$ cat src/rtl/pipe_ctrl_pkg.sv
// Shared encodings and control-bundle helpers for the pipeline hazard controller.
package pipe_ctrl_pkg;

    typedef enum logic [1:0] {
        RUN      = 2'b00,
        MEM_WAIT = 2'b01,
        ERR      = 2'b10
    } ctrl_state_e;

    localparam logic [1:0] PC_SEL_SEQ  = 2'b00;
    localparam logic [1:0] PC_SEL_BR   = 2'b01;
    localparam logic [1:0] PC_SEL_JALR = 2'b10;

    typedef struct packed {
        logic       pc_write;
        logic       ifid_write;
        logic       idex_write;
        logic       exmem_write;
        logic       ifid_flush;
        logic       idex_flush;
        logic       exmem_flush;
        logic       memwb_flush;
        logic [1:0] pc_sel;
    } ctrl_bundle_t;

    function automatic ctrl_bundle_t default_ctrl();
        ctrl_bundle_t c;
        c.pc_write    = 1'b1;
        c.ifid_write  = 1'b1;
        c.idex_write  = 1'b1;
        c.exmem_write = 1'b1;
        c.ifid_flush  = 1'b0;
        c.idex_flush  = 1'b0;
        c.exmem_flush = 1'b0;
        c.memwb_flush = 1'b0;
        c.pc_sel      = PC_SEL_SEQ;
        return c;
    endfunction

    // Hold everything up to EX/MEM and drain a bubble into MEM/WB.
    function automatic ctrl_bundle_t freeze_ctrl();
        ctrl_bundle_t c;
        c             = default_ctrl();
        c.pc_write    = 1'b0;
        c.ifid_write  = 1'b0;
        c.idex_write  = 1'b0;
        c.exmem_write = 1'b0;
        c.memwb_flush = 1'b1;
        return c;
    endfunction

endpackage

$ cat src/rtl/pipeline_hazard_ctrl_sat_counter.sv
// Saturating event counter: counts inc cycles, sticks at all-ones.
module sat_counter #(
    parameter int W = 32
) (
    input  logic         clk,
    input  logic         rst,
    input  logic         inc,
    output logic [W-1:0] cnt
);

    logic [W-1:0] cnt_q;
    logic [W-1:0] cnt_d;

    always_comb begin
        cnt_d = cnt_q;
        if (inc && (cnt_q != {W{1'b1}})) begin
            cnt_d = cnt_q + W'(1);
        end
    end

    always_ff @(posedge clk) begin
        if (rst) begin
            cnt_q <= '0;
        end else begin
            cnt_q <= cnt_d;
        end
    end

    assign cnt = cnt_q;

endmodule

$ cat src/rtl/pipeline_hazard_ctrl.sv
// Stall/flush sequencer for the 5-stage pipeline: load-use, MEM-stage redirects,
// data-memory waits with timeout, plus saturating stall/flush event counters.
module pipeline_hazard_ctrl
    import pipe_ctrl_pkg::*;
#(
    parameter int CNT_W       = 32,
    parameter int MEM_TIMEOUT = 16
) (
    input  logic             clk,
    input  logic             rst,
    input  logic [4:0]       id_rs1,
    input  logic [4:0]       id_rs2,
    input  logic             id_use_rs1,
    input  logic             id_use_rs2,
    input  logic             ex_memread,
    input  logic [4:0]       ex_rd,
    input  logic             mem_branch,
    input  logic             mem_zero,
    input  logic             mem_jal,
    input  logic             mem_jalr,
    input  logic             mem_memread,
    input  logic             mem_memwrite,
    input  logic             dmem_ready,
    output logic             pc_write,
    output logic             ifid_write,
    output logic             idex_write,
    output logic             exmem_write,
    output logic             ifid_flush,
    output logic             idex_flush,
    output logic             exmem_flush,
    output logic             memwb_flush,
    output logic [1:0]       pc_sel,
    output logic             mem_err,
    output logic [1:0]       ctrl_state,
    output logic [CNT_W-1:0] stall_cnt,
    output logic [CNT_W-1:0] flush_cnt
);

    localparam int WC_W = $clog2(MEM_TIMEOUT + 1);

    ctrl_state_e  state_q, state_d;
    logic [WC_W-1:0] wait_cnt_q, wait_cnt_d;
    logic         mem_err_q, mem_err_d;
    ctrl_bundle_t ctrl;
    logic         stall_inc;
    logic         flush_inc;
    logic         memwait;
    logic         taken;
    logic         loaduse;

    always_comb begin
        memwait = (mem_memread | mem_memwrite) & ~dmem_ready;
        taken   = (mem_branch & mem_zero) | mem_jal | mem_jalr;
        loaduse = ex_memread && (ex_rd != 5'd0) &&
                  ((id_use_rs1 && (id_rs1 == ex_rd)) || (id_use_rs2 && (id_rs2 == ex_rd)));
    end

    always_comb begin
        ctrl       = default_ctrl();
        state_d    = state_q;
        wait_cnt_d = wait_cnt_q;
        mem_err_d  = mem_err_q;
        stall_inc  = 1'b0;
        flush_inc  = 1'b0;
        case (state_q)
            RUN: begin
                if (memwait) begin
                    ctrl       = freeze_ctrl();
                    stall_inc  = 1'b1;
                    wait_cnt_d = WC_W'(1);
                    state_d    = MEM_WAIT;
                end else if (taken) begin
                    // Target is loaded at this edge; the three younger instructions are squashed.
                    ctrl.ifid_flush  = 1'b1;
                    ctrl.idex_flush  = 1'b1;
                    ctrl.exmem_flush = 1'b1;
                    ctrl.pc_sel      = mem_jalr ? PC_SEL_JALR : PC_SEL_BR;
                    flush_inc        = 1'b1;
                end else if (loaduse) begin
                    ctrl.pc_write   = 1'b0;
                    ctrl.ifid_write = 1'b0;
                    ctrl.idex_flush = 1'b1;
                    stall_inc       = 1'b1;
                end
            end
            MEM_WAIT: begin
                if (!dmem_ready) begin
                    ctrl       = freeze_ctrl();
                    stall_inc  = 1'b1;
                    wait_cnt_d = wait_cnt_q + WC_W'(1);
                    if (wait_cnt_q == WC_W'(MEM_TIMEOUT - 1)) begin
                        state_d   = ERR;
                        mem_err_d = 1'b1;
                    end
                end else begin
                    wait_cnt_d = '0;
                    state_d    = RUN;
                end
            end
            default: begin
                // ERR and the unused encoding both hold the pipeline until reset.
                ctrl      = freeze_ctrl();
                mem_err_d = 1'b1;
                state_d   = ERR;
            end
        endcase
    end

    always_ff @(posedge clk) begin
        if (rst) begin
            state_q    <= RUN;
            wait_cnt_q <= '0;
            mem_err_q  <= 1'b0;
        end else begin
            state_q    <= state_d;
            wait_cnt_q <= wait_cnt_d;
            mem_err_q  <= mem_err_d;
        end
    end

    sat_counter #(.W(CNT_W)) u_stall_cnt (
        .clk (clk),
        .rst (rst),
        .inc (stall_inc),
        .cnt (stall_cnt)
    );

    sat_counter #(.W(CNT_W)) u_flush_cnt (
        .clk (clk),
        .rst (rst),
        .inc (flush_inc),
        .cnt (flush_cnt)
    );

    assign pc_write    = ctrl.pc_write;
    assign ifid_write  = ctrl.ifid_write;
    assign idex_write  = ctrl.idex_write;
    assign exmem_write = ctrl.exmem_write;
    assign ifid_flush  = ctrl.ifid_flush;
    assign idex_flush  = ctrl.idex_flush;
    assign exmem_flush = ctrl.exmem_flush;
    assign memwb_flush = ctrl.memwb_flush;
    assign pc_sel      = ctrl.pc_sel;
    assign mem_err     = mem_err_q;
    assign ctrl_state  = state_q;

endmodule
$ cat config.mk
export PLATFORM = sky130hd
export DESIGN_NAME = pipeline_hazard_ctrl
export DESIGN_NICKNAME = d
export VERILOG_FILES = /design/src/rtl/pipe_ctrl_pkg.sv /design/src/rtl/pipeline_hazard_ctrl_sat_counter.sv /design/src/rtl/pipeline_hazard_ctrl.sv
export SDC_FILE = /design/constraint.sdc
export NUM_CORES = 1
export LEC_CHECK = 0
export BUFFER_PORTS_ARGS = -buffer_cell sky130_fd_sc_hd__buf_2
export CORE_MARGIN = 10
export CORE_UTILIZATION = 34
export CTS_BUF_LIST = sky130_fd_sc_hd__clkbuf_8
export CTS_CLUSTER_SIZE = 12
export DETAILED_ROUTE_END_ITERATION = 8
export PLACE_DENSITY = 0.59
export SLEW_MARGIN = 15
export SYNTH_ARGS = -nofsm -noshare
export SYNTH_HDL_FRONTEND = slang
export SYNTH_SLANG_ARGS = --single-unit
$ cat constraint.sdc
create_clock -name clk -period 4.18 [get_ports clk]
set_input_delay 0.209 -clock clk [delete_from_list [all_inputs] [get_ports clk]]
set_output_delay 0.209 -clock clk [all_outputs]
set_load 0.05 [all_outputs]
==> summary.md <==
| Metric | Value |
|---|---|
| Fraction of registers with async set/reset | `0%` |
| Sequential share of power | `47.5%` |
| Crit Path Max Fanout | `16` |
| Fill count | `1159` |
| CTS H-tree lvls | `3` |
| Number of antenna diodes | `0` |
| Total number of vias | `3775` |
| CP max-delay cell | `nand4_1` |
| EDFF count, synth | `0` |
| Clock sink total | `72` |
| Post-route DRC | `0` |
| Total Routing Usage GR | `13.7%` |
| Setup crit start kind | `flop` |
| Post-route clock period utilization | `65.6%` |
| Comb pwr share | `10.0%` |
| Initial core utilization | `35.0%` |
| Num ports | `104` |
| Layout cell share with drive strength beyond 1 | `24.7%` |
| Final Hold Fails | `0` |
| Max-Cap Viols | `0` |
| Sequential area share after synthesis | `37.7%` |
| Final Setup Violations | `0` |
| Syn nets | `499` |
| Hold Path Stages | `3` |
| WS Path Type | `flop to flop` |
| ANT nets after route | `0` |
| Required @ worst endpoint | `4.43 ns` |
| CTS tree | `yes` |
| Final WS setup | `1.44 ns` |
| Unrepaired setup endpoints after global routing | `false` |
| Switching Fraction | `26.5%` |
| P_sw | `0.390 mW` |
| Die Area | `15900 um^2` |
| DRT Pass-1 Iters | `4` |
| Leakage power | `1.87 nW` |
| Drt initial violations | `274` |
| Hold path start | `dmem_ready` |
| Nets | `593` |
| Reg2reg end | `u_flush_cnt.cnt[27]$_SDFFE_PP0P_` |
| Register bit total from synthesis | `72` |
| Hold_ws | `0.237 ns` |
| Most common cell after layout, fill and taps aside | `buf_2` |
| Min cycle time layout | `2.74 ns` |
| Post-DP HPWL | `8290 um` |
| Total Wirelength | `11200 um` |
| Standard-cell rows | `38` |
| Global placement routability congestion | `0.862` |
| Slew Viols, Final | `0` |
| Root buf cell | `clkbuf_8` |
| Layout overhead on the synthesized area | `21.9%` |
| Worst-path clk slew | `0.08 ns` |
| Initial antenna violation count | `0` |
| Synth Instances | `468` |
| Avg Cell Area, Syn | `8.17 um^2` |
| PortBufs | `103` |
| Cells along the critical path | `ha_1 > nand2_1 > nor4b_1 > nand4_1 > and4b_1 > nand3_1 > mux2_2` |
| Grt total ovfl | `0` |
| Reg2Reg Launch Point | `u_flush_cnt.cnt[0]$_SDFFE_PP0P_` |
| Synth unique cells | `47` |
| Placed Area | `4440 um^2` |
| # hold bufs at CTS | `0` |
| Setup_tns | `0 ns` |
| Most used flip-flop cell after synthesis | `dfxtp_1` |
| Internal power | `1.08 mW` |
| Yosys warns | `0` |
| Vias in the first global route | `3624` |
| CTS buffer count | `9` |
| Sequential cell area | `1440 um^2` |
| # Post-CTS Setup Buffers | `0` |
| Largest net degree at the start of global routing | `61` |
| Mapped cell area | `3820 um^2` |
| Max-slew headroom | `27.8%` |
| DP Worst Slack | `1.47 ns` |
| Post_cts resized | `0` |
| Maximum buffer depth of the clock tree | `2` |
| DR WL/cell | `15.8 um` |
| CP Capture Type | `flop` |
| Horiz. Die Dim | `126 um` |
| Hold endpoint | `ctrl_state[0]$_SDFFE_PP0P_` |
| DR vias/cell | `5.34` |
| Status | `complete, no violations` |
| Worst r2r path cells | `7` |
| R2R Setup Slk | `1.44 ns` |
| F_max | `0.364 GHz` |
| Final Cell Area | `4660 um^2` |
| VDD IR max | `0.165 mV` |
| Most frequent cells in the layout | `buf_2 (103), dfxtp_1 (72), nor2_1 (53), a21oi_1 (38), nand3_1 (32)` |
| Worst Skew | `0.0141 ns` |
| Clock share of power | `42.5%` |
| Worst slew pin tran | `1.07 ns` |
| Die Y | `126 um` |
| Hold crit path type | `input port to flop` |
| Core Footprint | `10900 um^2` |
| Critical Path Max Stage Delay | `0.62 ns` |
| Clk_lat worst skew | `0.37 ns` |
| WP data arrival | `2.99 ns` |
| Area of the multi-input gates | `2220 um^2` |
| First-pass GRT wire length | `18300 um` |
| Pwr/cell area | `316 nW/um^2` |
==> power groups by stage <==
stage	Combinational [mW]	Sequential (mW)	Clock, mW
after detailed placement	0.149	0.717	0
after global routing	0.162	0.703	0.669
final	0.147	0.701	0.627
after CTS	0.149	0.701	0.642
after floorplan	0.0908	0.730	0
after global placement	0.146	0.716	0
==> critical path: cells and delay by family (launching register included) <==
kind,cells,cell delay (ns)
DFF,1,0.41
muxes,1,0.32
and+or+nand+nor,5,1.68
adders and majority gates,1,0.21
==> area by class of cell <==
| cell class | count | area share [%] |
|---|---|---|
| Timing Repair Buffer | 108 | 11.9 |
| Clock inverter | 6 | 1.80 |
| Clock buffer | 10 | 2.95 |
| Tap cell | 140 | 3.76 |
| Sequential cell | 72 | 30.9 |
| Inverter | 12 | 0.966 |
| Multi-Input combinational cell | 359 | 47.7 |
==> synth_stat cells (5+ instances only) <==
cell	n	area, um^2
or3_1	13	81.3
nand2b_1	5	31.3
nor2_1	53	199
or4_1	16	120
inv_1	12	45.0
nand3_1	32	160
xor2_1	23	201
nor4_1	8	50.1
clkbuf_1	16	60.1
xnor2_1	17	149
nand4_1	26	163
o21ai_0	13	65.1
a21oi_1	38	190
dfxtp_1	72	1440
and2_1	5	31.3
nor3_1	12	60.1
and3_1	18	113
nand2_1	23	86.3
o31ai_1	12	90.1
==> registers in the layout, summed over array words and instances, names as in the netlist <==
signal,flops
ctrl_state,2
mem_err,1
u_flush_cnt.cnt,32
u_stall_cnt.cnt,32
wait_cnt_q,5
==> layer usage <==
| layer | vias to the layer above | GRT usage [%] | part of all wire (%) |
|---|---|---|---|
| met5 | - | 0 | 0 |
| met4 | 0 | 5.02 | 1.4 |
| met3 | 20 | 5.41 | 8.7 |
| met2 | 112 | 20.9 | 45 |
| met1 | 1743 | 17.1 | 45 |
| li1 | 1900 | - | - |
==> metrics by stage <==
step           power [mW]  util, %  std cells
2_1_floorplan       0.821        -        468
3_3_place_gp        0.862     40.6        691
3_5_place_dp        0.865     40.6        691
4_1_cts              1.49     42.6        707
5_1_grt              1.53     42.6        707
6_report             1.47     42.6        707
==> cells by family (layout without fill, tap and decap cells) <==
kind of cell | count (synthesis) | count (layout) | synth area share, %
fa+ha+maj | 4 | 4 | 1.31
flops | 72 | 72 | 37.7
compound gates | 78 | 78 | 12.2
buf+inv | 37 | 136 | 4.29
simple gates | 230 | 230 | 33.4
xor+xnor | 40 | 40 | 9.16
mux | 7 | 7 | 1.96
==> how the worst max path moves through the flow <==
stage / start / to / slack, ns / cells after the start
after CTS: u_flush_cnt.cnt[0]$_SDFFE_PP0P_ / u_flush_cnt.cnt[27]$_SDFFE_PP0P_ / 1.41 / 7
after detailed placement: u_flush_cnt.cnt[0]$_SDFFE_PP0P_ / u_flush_cnt.cnt[27]$_SDFFE_PP0P_ / 1.47 / 7
final: u_flush_cnt.cnt[0]$_SDFFE_PP0P_ / u_flush_cnt.cnt[27]$_SDFFE_PP0P_ / 1.44 / 7
after global placement: u_flush_cnt.cnt[0]$_SDFFE_PP0P_ / u_flush_cnt.cnt[27]$_SDFFE_PP0P_ / 1.51 / 7
after global routing: u_flush_cnt.cnt[0]$_SDFFE_PP0P_ / u_flush_cnt.cnt[27]$_SDFFE_PP0P_ / 1.06 / 7
after floorplan: ctrl_state[0]$_SDFFE_PP0P_ / pc_write / 0.50 / 7
Power figures use the tool's default switching activity.
